$ cat src/rtl/rom_stream_reader.sv
// rom_stream_reader
//
// Read-side master for a synchronous lookup ROM with a registered output.
// It fetches a programmed run of consecutive words, starting at START_ADDR
// and wrapping modulo the ROM depth. Each word is streamed out on a
// valid/ready interface, and a running XOR checksum of the accepted words
// is kept.
//
// Ports
//   CLK         system clock, rising edge
//   RST         asynchronous, active-high reset
//   START       begin a run (sampled only in IDLE)
//   START_ADDR  first ROM address of the run
//   LEN         number of words, 0 .. 2^ADDR_W
//   ROM_ADDR    registered address to the ROM
//   ROM_DATA    ROM output, valid one cycle after the ROM samples ROM_ADDR
//   OUT_DATA    streamed word
//   OUT_VALID   OUT_DATA valid
//   OUT_READY   consumer accepts word
//   BUSY        run in progress (FETCH, CAPTURE, PRESENT, FIN)
//   DONE        one-cycle pulse in FIN
//   CHECKSUM    XOR of the words accepted in the current or last run
//   DBG_STATE   current FSM state encoding (IDLE=0, FETCH=1, CAPTURE=2,
//               PRESENT=3, FIN=4)
//
// Handshake: a word transfers at a rising edge where OUT_VALID and OUT_READY
// are both 1. Once raised, OUT_VALID and OUT_DATA stay stable until that
// edge. OUT_READY has no effect while OUT_VALID is 0.

module rom_stream_reader #(
    parameter int ADDR_W = 3,
    parameter int DATA_W = 4
) (
    input  logic              CLK,
    input  logic              RST,
    input  logic              START,
    input  logic [ADDR_W-1:0] START_ADDR,
    input  logic [ADDR_W:0]   LEN,
    output logic [ADDR_W-1:0] ROM_ADDR,
    input  logic [DATA_W-1:0] ROM_DATA,
    output logic [DATA_W-1:0] OUT_DATA,
    output logic              OUT_VALID,
    input  logic              OUT_READY,
    output logic              BUSY,
    output logic              DONE,
    output logic [DATA_W-1:0] CHECKSUM,
    output logic [2:0]        DBG_STATE
);

    typedef enum logic [2:0] {
        S_IDLE    = 3'd0,
        S_FETCH   = 3'd1,
        S_CAPTURE = 3'd2,
        S_PRESENT = 3'd3,
        S_FIN     = 3'd4
    } state_t;

    state_t            r_state;
    logic [ADDR_W-1:0] r_ptr;
    logic [ADDR_W:0]   r_rem;
    logic [ADDR_W-1:0] r_rom_addr;
    logic [DATA_W-1:0] r_out_data;
    logic              r_out_valid;
    logic              r_busy;
    logic              r_done;
    logic [DATA_W-1:0] r_checksum;

    logic              w_handshake;
    logic              w_last;
    logic [ADDR_W-1:0] w_ptr_next;

    assign w_handshake = r_out_valid & OUT_READY;
    assign w_last      = (r_rem == {{ADDR_W{1'b0}}, 1'b1});
    // Natural width overflow gives the wrap from 2^ADDR_W-1 back to 0.
    assign w_ptr_next  = r_ptr + 1'b1;

    always_ff @(posedge CLK or posedge RST) begin
        if (RST) begin
            r_state     <= S_IDLE;
            r_ptr       <= '0;
            r_rem       <= '0;
            r_rom_addr  <= '0;
            r_out_data  <= '0;
            r_out_valid <= 1'b0;
            r_busy      <= 1'b0;
            r_done      <= 1'b0;
            r_checksum  <= '0;
        end else begin
            // DONE is high only during the single FIN cycle.
            r_done <= 1'b0;
            case (r_state)
                S_IDLE: begin
                    if (START) begin
                        r_checksum <= '0;
                        r_busy     <= 1'b1;
                        if (LEN != '0) begin
                            r_ptr      <= START_ADDR;
                            r_rom_addr <= START_ADDR;
                            r_rem      <= LEN;
                            r_state    <= S_FETCH;
                        end else begin
                            // Empty run: go straight to the completion pulse.
                            r_done  <= 1'b1;
                            r_state <= S_FIN;
                        end
                    end
                end
                S_FETCH: begin
                    // ROM_ADDR is held; the ROM samples it at this edge.
                    r_state <= S_CAPTURE;
                end
                S_CAPTURE: begin
                    r_out_data  <= ROM_DATA;
                    r_out_valid <= 1'b1;
                    r_state     <= S_PRESENT;
                end
                S_PRESENT: begin
                    if (w_handshake) begin
                        r_checksum  <= r_checksum ^ r_out_data;
                        r_out_valid <= 1'b0;
                        r_rem       <= r_rem - 1'b1;
                        r_ptr       <= w_ptr_next;
                        if (w_last) begin
                            r_done  <= 1'b1;
                            r_state <= S_FIN;
                        end else begin
                            r_rom_addr <= w_ptr_next;
                            r_state    <= S_FETCH;
                        end
                    end
                end
                S_FIN: begin
                    r_busy  <= 1'b0;
                    r_state <= S_IDLE;
                end
                default: begin
                    r_state <= S_IDLE;
                end
            endcase
        end
    end

    assign ROM_ADDR  = r_rom_addr;
    assign OUT_DATA  = r_out_data;
    assign OUT_VALID = r_out_valid;
    assign BUSY      = r_busy;
    assign DONE      = r_done;
    assign CHECKSUM  = r_checksum;
    assign DBG_STATE = r_state;

endmodule
$ cat config.mk
export PLATFORM = sky130hd
export DESIGN_NAME = rom_stream_reader
export DESIGN_NICKNAME = d
export VERILOG_FILES = /design/src/rtl/rom_stream_reader.sv
export SDC_FILE = /design/constraint.sdc
export NUM_CORES = 1
export LEC_CHECK = 0
export BUFFER_PORTS_ARGS = -buffer_cell sky130_fd_sc_hd__clkbuf_2
export CORE_AREA = 5 5 77 79
export CTS_CLUSTER_SIZE = 30
export DETAILED_ROUTE_END_ITERATION = 8
export DIE_AREA = 0 0 82 84
export PLACE_DENSITY_LB_ADDON = 0.1
export SLEW_MARGIN = 10
export SYNTH_ARGS = -nofsm -noshare
export SYNTH_HDL_FRONTEND = slang
export SYNTH_SLANG_ARGS = --single-unit
$ cat constraint.sdc
create_clock -name CLK -period 5 [get_ports CLK]
set_input_delay 0.25 -clock CLK [delete_from_list [all_inputs] [get_ports CLK]]
set_output_delay 0.25 -clock CLK [all_outputs]
set_load 0.02 [all_outputs]
Word level (Yosys, flattened, before mapping):

Index checks and enable logic that the tools add are counted.

* equal/unequal tests: 9
* add/sub/neg operators: 2
* mux-type cells: 28
* bitwise gates (word level): 2
* reduce and logical (&&, ||, !) cells: 11

Operators by type and width (count)
* $mux 3: 9
* $mux 4: 5
* $pmux 4 s2: 2
* $pmux 3 s2: 2
* $pmux 3 s4: 1
* $ne 2x2->1 const B: 4
* $eq 3x2->1 const B: 2
* $mux 1: 6
* $pmux 1 s2: 3
* $reduce_and 2->1: 3
* $reduce_bool 2->1: 3
* $reduce_and 5->1: 1
* $eq 4x1->1 const B: 1
* $reduce_and 4->1: 1
* $reduce_bool 4->1: 1
* $sub 4x1->4 const B: 1
* $xor 4x4->4: 1
* $add 3x1->3 const B: 1
* $eq 3x1->1 const B: 1
* $eq 3x3->1 const B: 1
* $logic_not 3->1: 1
* $reduce_and 3->1: 1
* $and 1x1->1: 1

* register bits after elaboration: 24
* output and inout bits: 17
* word-level logic and storage cells: 61
* input port bits: 15

Depth between registers and ports, before layout:

Gate-level depths: netlist of run 1.

* depth after elaboration: 4
* mapped depth: 7
* gate-level depth less buffers: 6

Least setup slack after synthesis of run 1:

No wires, ideal clock.

* path kind: register to register
* from: register r_state[1] (netlist: DBG_STATE[1])
* to: register r_rem[1]
* required time: 4873 ps
* buffers on the path: 3
* setup slack: 3074 ps
* library setup time: 127 ps
* arrival: 1799 ps
* clock period less this slack: 1926 ps
* stages on the path, launching flop included: 8
* cell sequence: dfrtp_1 -> buf_6 -> or3b_1 -> buf_6 -> a221o_1 -> buf_6 -> a211oi_1 -> a21oi_1

* cells in the longest elaborated chain, start to end: 3
* elaborated cells on any way between the ends: 8
* those cells by class: 4 x eq/ne; 1 x mux; 3 x reduce/logical

Ends and longest elaborated chain
* from (decl): RTL line 58 `state_t r_state;`
* from (signal assigned): RTL line 79 `r_state <= S_IDLE;`
* from (signal assigned): RTL line 100 `r_state <= S_FETCH;`
* from (signal assigned): RTL line 104 `r_state <= S_FIN;`
* $eq 3x2->1 or $logic_not 3->1 (tied branches): RTL line 91 `case (r_state)`
* $ne 2x2->1 (no source line) or $reduce_bool 2->1 (tied branches)
* $reduce_and 4->1 (no source line)
* to (signal assigned): RTL line 121 `r_rem <= r_rem - 1'b1;`
* to (decl): RTL line 60 `logic [ADDR_W:0] r_rem;`

Several ways; a longest one is shown, not always the timed one.
A chain may end at the register's enable or synchronous reset.

Worst setup path after layout of run 1:

* from: register r_state[0] (netlist: DBG_STATE[0])
* to: register r_rem[1]

The elaborated chain is that of the path after synthesis.

==> impl_metrics.yaml, run 1 <==
timing:
  fin_hold_ws_ns: 0.160
  finalSetupTns_ns: 0
  hold_viol: 0
  relSlewSlack_pct: 36.5
  fin_crit_sh_pct: 41.0
  finClkSkew_ns: 0.00248
  setup_violations: 0
  grt_setup_unrepaired: "false"
  worst_pin_slew_ns: 0.952
  setup_slack_ns: 2.95
  fin_crit_ns: 2.05
  fmax_mhz: 488
  drv_slew: 0
floorplan:
  die_h_microns: 84
  rows: 27
  dieArea_sq_mm: 0.00689
  coreArea_sq_mm: 0.00527
  floorplan.initialDensity_pct: 23.8
  die_w_microns: 82
  ios: 32
cts:
  clock_sinks: 24
  cts_tree: "yes"
  cts_hold_buf: 0
  clkTransAtPathRegs_ns: 0.09
  post_cts_buffers: 0
  cts_buffers: 3
  cts.repair.resized: 0
  cts.path.max_buffers: 2
  root_buffer: "clkbuf_8"
  h-tree-depth: 1
  insertion_delay_ns: 0.27
final_layout:
  nNetsFinal: 169
  antennaDiodeCount: 0
  drive_above_1_share_pct: 28.0
  finalInstanceArea_sq_mm: 0.00151
  fillers: 585
  finalCoreUtilization_pct: 28.7
  syn_to_final_growth_pct: 20.3
yosys:
  synth_most_common_cell: "dfrtp_1"
  synth_compound_area_share_pct: 24.0
  synth_top_cell_by_area: "dfrtp_1"
  yosysWarnings: 0
  ys_seq_elements: 24
  async_flop_share_pct: 100
  synthesis.nets: 139
  yosys-top-cells-area: "dfrtp_1, a21oi_1, a2bb2oi_2, o21ai_0, a211oi_1"
  synth.top_cell.area_share_pct: 47.9
  synthesis.area_sq_mm: 0.00125
  synthCells: 121
  synth_commonest_cells: "dfrtp_1, a21oi_1, nor2_1"
  yosys.area_share.simple_pct: 14.9
  synth_xor_area_share_pct: 3.49
  synth_top_family_by_area: "compound AO/OA/AOI/OAI gates"
  syn_area_per_cell_sq_um: 10.4
  synth_top_flop_cell: "dfrtp_1"
  seq_area_frac_synth_pct: 47.9
  yosysUniqueCellTypes: 35
  yosys.area_share.adder_pct: 2.99
  synth_edf_count: 0
  synthMuxAreaShare_pct: 0.798
global_routing:
  grt_first_pass_wirelength_microns: 5180
  antenna_found_initial: 0
  grt_use_total_pct: 9.77
  grt_pass1_vias: 1053
  grt_max_degree: 25
  grt_overflow_total: 0
worst_setup_path:
  r2r_cells: 4
  setup.worst_path.class: "flip-flop to flip-flop"
  cp_max_fo: 10
  start_kind: "flip-flop"
  cp-startpoint: "DBG_STATE[0]$_DFFE_PP0P_"
  cpPeakStageDelay_ns: 0.58
  crit_end: "r_rem[1]$_DFFE_PP0P_"
  slowest_stage: "or3b_1"
  crit_required_ns: 5.15
  cp.arrival_ns: 2.20
  r2r_start: "DBG_STATE[0]$_DFFE_PP0P_"
  endpoint_kind: "flip-flop"
  rr_endpoint: "r_rem[1]$_DFFE_PP0P_"
  r2r_setup_slack_ns: 2.95
  crit_chain: "or3b_1 > a221o_1 > a211oi_1 > a21oi_1"
routing:
  routedWlPerCell_microns: 14.1
  dr.pass1.iters: 4
  drt_iter0_drc: 73
  routed_via_density: 4.55
  routed_wl_microns: 3130
  num_vias: 1011
  ant_nets: 0
  drc: 0
hold_path:
  hp-class: "primary input to asynchronous set/reset pin"
placed_design:
  io_buffers: 31
  place_area_sq_mm: 0.00146
  gp_congestion: 0.837
  dp_slack_ns: 2.97
  post-dp-hpwl_microns: 2350
power_and_ir_drop:
  power.static_leakage_nw: 0.682
  powerDensity_mw_per_mm2: 577
  peakVddDrop_v: 0.000157
flow_run:
  max_cap_viol_count: 0
run_status:
  outcome: "completed"
[kinds of logic after synthesis]
group	after synthesis
AO/OA/AOI/OAI	40
AND/OR/NAND/NOR	34
flip-flops	24
buffers and inverters	14
XOR/XNOR	5
adder cells (fa/ha/maj)	3
multiplexers	1
[stage by stage]
step           instances  power [W]
3_3_place_gp         218   0.000742
4_1_cts              222   0.000887
6_report             222   0.000871
5_1_grt              222   0.000939
2_1_floorplan        121   0.000623
3_5_place_dp         218   0.000741
[where the power goes]
| part | total [W] | switching [W] | internal [W] |
|---|---|---|---|
| registers | 0.000337 | 0.0000615 | 0.000276 |
| clock network | 0.000137 | 0.0000663 | 0.0000705 |
| logic | 0.000397 | 0.000243 | 0.000155 |
| total | 0.000871 | 0.000371 | 0.000501 |
[area by class of cell]
type                            instances  area, sq um  area share, %
Sequential cell                        24          601           39.8
Multi-Input combinational cell         83          579           38.4
Timing Repair Buffer                   31          155           10.3
Tap cell                               72         90.1           5.97
Clock buffer                            4         55.1           3.65
Inverter                                8         30.0           1.99
[placed cells by master, fill, tap and decap left out]
cell type  Yosys  final
a211oi_1       5      5
nand3b_1       3      3
or4_1          1      1
o31ai_1        2      2
nand2_1        8      8
a31oi_1        1      1
o22ai_1        5      5
o21ai_1        1      1
a221o_1        1      1
dfrtp_1       24     24
o21ai_0        8      8
a2bb2oi_1      1      1
nor4_1         1      1
nor2_1         9      9
a2bb2oi_2      3      3
clkbuf_8       0      4
inv_1          8      8
a221oi_4       1      1
and3b_2        1      1
nand2b_1       2      2
a21oi_1        9      9
xor2_1         1      1
nand3_1        2      2
nor3b_2        1      1
clkbuf_2       0     31
mux2i_1        1      1
nor3_1         1      1
nor3b_1        2      2
a21oi_4        1      1
a21o_1         2      2
nand4_1        2      2
ha_1           3      3
or3b_1         1      1
xnor2_1        4      4
[worst min path at each step]
stage | start | endpoint | depth (start not counted)
2_1_floorplan | RST | BUSY$_DFFE_PP0P_ | 1
4_1_cts | ROM_DATA[1] | OUT_DATA[1]$_DFFE_PP0N_ | 3
3_3_place_gp | ROM_DATA[0] | OUT_DATA[0]$_DFFE_PP0N_ | 3
5_1_grt | ROM_DATA[3] | OUT_DATA[3]$_DFFE_PP0N_ | 3
6_report | RST | CHECKSUM[2]$_DFFE_PP0P_ | 2
3_5_place_dp | ROM_DATA[1] | OUT_DATA[1]$_DFFE_PP0N_ | 3
[state kept, by name, summed over array words and instances, names as in the netlist]
register	cells
CHECKSUM	4
OUT_DATA	4
r_rem	4
DBG_STATE	3
ROM_ADDR	3
r_ptr	3
BUSY	1
DONE	1
OUT_VALID	1
[routing by layer]
layer | GRT usage [%] | vias to the layer above | wire length [microns]
met5 | 0 | - | 0
met1 | 13.7 | 478 | 1530
met2 | 14.4 | 33 | 1430
met3 | 2.38 | 5 | 124
met4 | 3.32 | 0 | 51
li1 | - | 495 | -
[critical path: cells and delay by family (launching register included)]
kind,cells,cell delay (ns)
AO/OA/AOI/OAI,3,0.87
flip-flops,1,0.46
AND/OR/NAND/NOR,1,0.58
Note: power is estimated with default switching activity, not from simulation.
==> run 2, diff against run 1 <==
clock period = 1.8 ns   (was 5 ns; I/O delays follow)
==> run 2 against run 1 <==
Via count grew 4.6%. Setup slack worse by 2.9 ns. Combinational power rose to 3.0 times the previous value. Core utilization up 2.1 points. Non-clock buffer count grew 12. Register-to-register slack worse by 2.9 ns. Critical path depth unchanged. Cell count rose by 5.4%. Fmax is 17% higher. Total power grew to 2.8 times the previous value. Die area stayed put. Critical path type unchanged. Largest power group unchanged.
==> impl_metrics.yaml, run 2 (same netlist as run 1, synthesis figures left out) <==
run_status:
  outcome: "completed"
worst_setup_path:
  cp.arrival_ns: 1.94
  crit_chain: "or3b_4 > a221o_2 > a21oi_4 > a2bb2oi_2"
  cp_num_buf_inv: 0
  crit_family: "compound AO/OA/AOI/OAI gates"
  slowest_stage: "a221o_2"
  endpoint_kind: "flip-flop"
  r2r_setup_slack_ns: 0.06
  crit_required_ns: 2.00
  rr_endpoint: "ROM_ADDR[0]$_DFFE_PP0P_"
  setup.worst_path.class: "flip-flop to flip-flop"
  r2r_cells: 4
  cpPeakStageDelay_ns: 0.49
  cp_max_fo: 10
  start_kind: "flip-flop"
  r2r_start: "DBG_STATE[0]$_DFFE_PP0P_"
power_and_ir_drop:
  power.static_leakage_nw: 0.741
  powerDensity_mw_per_mm2: 1530
  peakVddDrop_v: 0.000517
  power_w: 0.00248
routing:
  drt_iter0_drc: 51
  num_vias: 1058
  routedWlPerCell_microns: 13.7
  drc: 0
  dr.pass1.iters: 4
  routed_via_density: 4.52
  ant_nets: 0
  routed_wl_microns: 3210
floorplan:
  die_h_microns: 84
  ios: 32
  die_w_microns: 82
  dieArea_sq_mm: 0.00689
  rows: 27
  coreArea_sq_mm: 0.00527
  floorplan.initialDensity_pct: 23.8
final_layout:
  regArea_sq_um: 602
  multi_input_area_sq_um: 596
  nNetsFinal: 181
  drive_above_1_share_pct: 36.4
  final_common_cell: "clkbuf_2"
  antennaDiodeCount: 0
  fillers: 595
  stdcell_count: 234
  final_cell_mix: "clkbuf_2, dfrtp_1, buf_4, nor2_1"
  syn_to_final_growth_pct: 29.1
hold_path:
  hold_end: "OUT_DATA[2]$_DFFE_PP0N_"
  min_from: "ROM_DATA[2]"
  min_path_cells: 3
  hp-class: "primary input to flip-flop"
timing:
  hold_viol: 0
  finClkSkew_ns: 0.00711
  drv_slew: 0
  fmax_mhz: 573
  relSlewSlack_pct: 60.0
  setup_violations: 0
  fin_crit_sh_pct: 96.9
  fin_crit_ns: 1.74
  worst_pin_slew_ns: 0.599
  grt_setup_unrepaired: "false"
  finalSetupTns_ns: 0
cts:
  clkTransAtPathRegs_ns: 0.10
  cts.path.max_buffers: 2
  post_cts_buffers: 0
  clock_sinks: 24
  insertion_delay_ns: 0.27
  root_buffer: "clkbuf_8"
  h-tree-depth: 1
  cts_buffers: 3
  cts_tree: "yes"
global_routing:
  grt_overflow_total: 0
  grt_pass1_vias: 1103
  grt_use_total_pct: 10.0
  antenna_found_initial: 0
  grt_first_pass_wirelength_microns: 5420
  grt_max_degree: 16
flow_run:
  max_cap_viol_count: 0
placed_design:
  placed_cells: 229
  io_buffers: 31
  post-dp-hpwl_microns: 2540
  gp_congestion: 0.717
[run 2: cell count changes in the layout (fill, tap and decap cells not counted)]
| cell | delta |
|---|---|
| or3b_4 | +1 |
| dfrtp_1 | -1 |
| a221o_1 | -1 |
| or3b_1 | -1 |
| a21oi_2 | +2 |
| dfrtp_2 | +1 |
| a211oi_1 | -1 |
| dlygate4sd3_1 | +1 |
| a221o_2 | +1 |
| a21oi_1 | -2 |
| a211oi_2 | +1 |
| buf_4 | +11 |
[run 2: final cells by class]
type / instances / share of cell area, %
inverters: 8 / 1.85
multi-input cells: 83 / 36.8
repair buffers: 43 / 15.3
well taps: 72 / 5.56
flip-flops and latches: 24 / 37.1
clock buffers: 4 / 3.40
[run 2: worst max-delay path by stage]
stage / slack, ns / startpoint / end / depth (start not counted)
2_1_floorplan: -0.09 / DBG_STATE[1]$_DFFE_PP0P_ / r_rem[3]$_DFFE_PP0P_ / 6
3_3_place_gp: 0.03 / DBG_STATE[1]$_DFFE_PP0P_ / r_rem[1]$_DFFE_PP0P_ / 4
3_5_place_dp: -0.01 / DBG_STATE[0]$_DFFE_PP0P_ / ROM_ADDR[0]$_DFFE_PP0P_ / 4
4_1_cts: 0.04 / DBG_STATE[0]$_DFFE_PP0P_ / ROM_ADDR[0]$_DFFE_PP0P_ / 4
5_1_grt: 0.01 / DBG_STATE[0]$_DFFE_PP0P_ / ROM_ADDR[1]$_DFFE_PP0P_ / 4
6_report: 0.06 / DBG_STATE[0]$_DFFE_PP0P_ / ROM_ADDR[0]$_DFFE_PP0P_ / 4
[run 2: worst register-to-register path, delay by kind of cell (launching register included)]
kind,cells,cell delay (ns)
flip-flops,1,0.40
AO/OA/AOI/OAI,3,0.85
AND/OR/NAND/NOR,1,0.43
[run 2: per-stage QoR]
stage / setup slack, ns / hold WS [ns] / utilization (%) / instance area [sq um]
after floorplan: -0.0878 / 0.105 / - / 1270
after global placement: 0.0326 / 0.172 / 29.4 / 1550
after detailed placement: -0.0117 / 0.178 / 29.4 / 1550
after CTS: 0.0390 / 0.0166 / 30.7 / 1620
after global routing: 0.0111 / 0.0353 / 30.7 / 1620
final: 0.0563 / 0.0161 / 30.7 / 1620
[run 2: per-layer routing]
metal / track usage, % / vias to the layer above / wire length, microns
li1: - / 518 / -
met1: 13.8 / 515 / 1510
met2: 14.9 / 21 / 1460
met3: 2.38 / 4 / 181
met4: 3.93 / 0 / 55
met5: 0 / - / 0
[run 2: timing repair]
action	in CTS	in global routing
gates resized for setup	1	1
setup endpoints to repair	3	3
hold buffers	1	0
endpoints found under the hold margin	14	0
[run 2: power breakdown]
part	total, W	leakage (nW)	switching, W	internal, W
combinational	0.00118	0.427	0.000712	0.000469
clock	0.000383	0.0288	0.000188	0.000196
sequential	0.000911	0.286	0.000145	0.000766
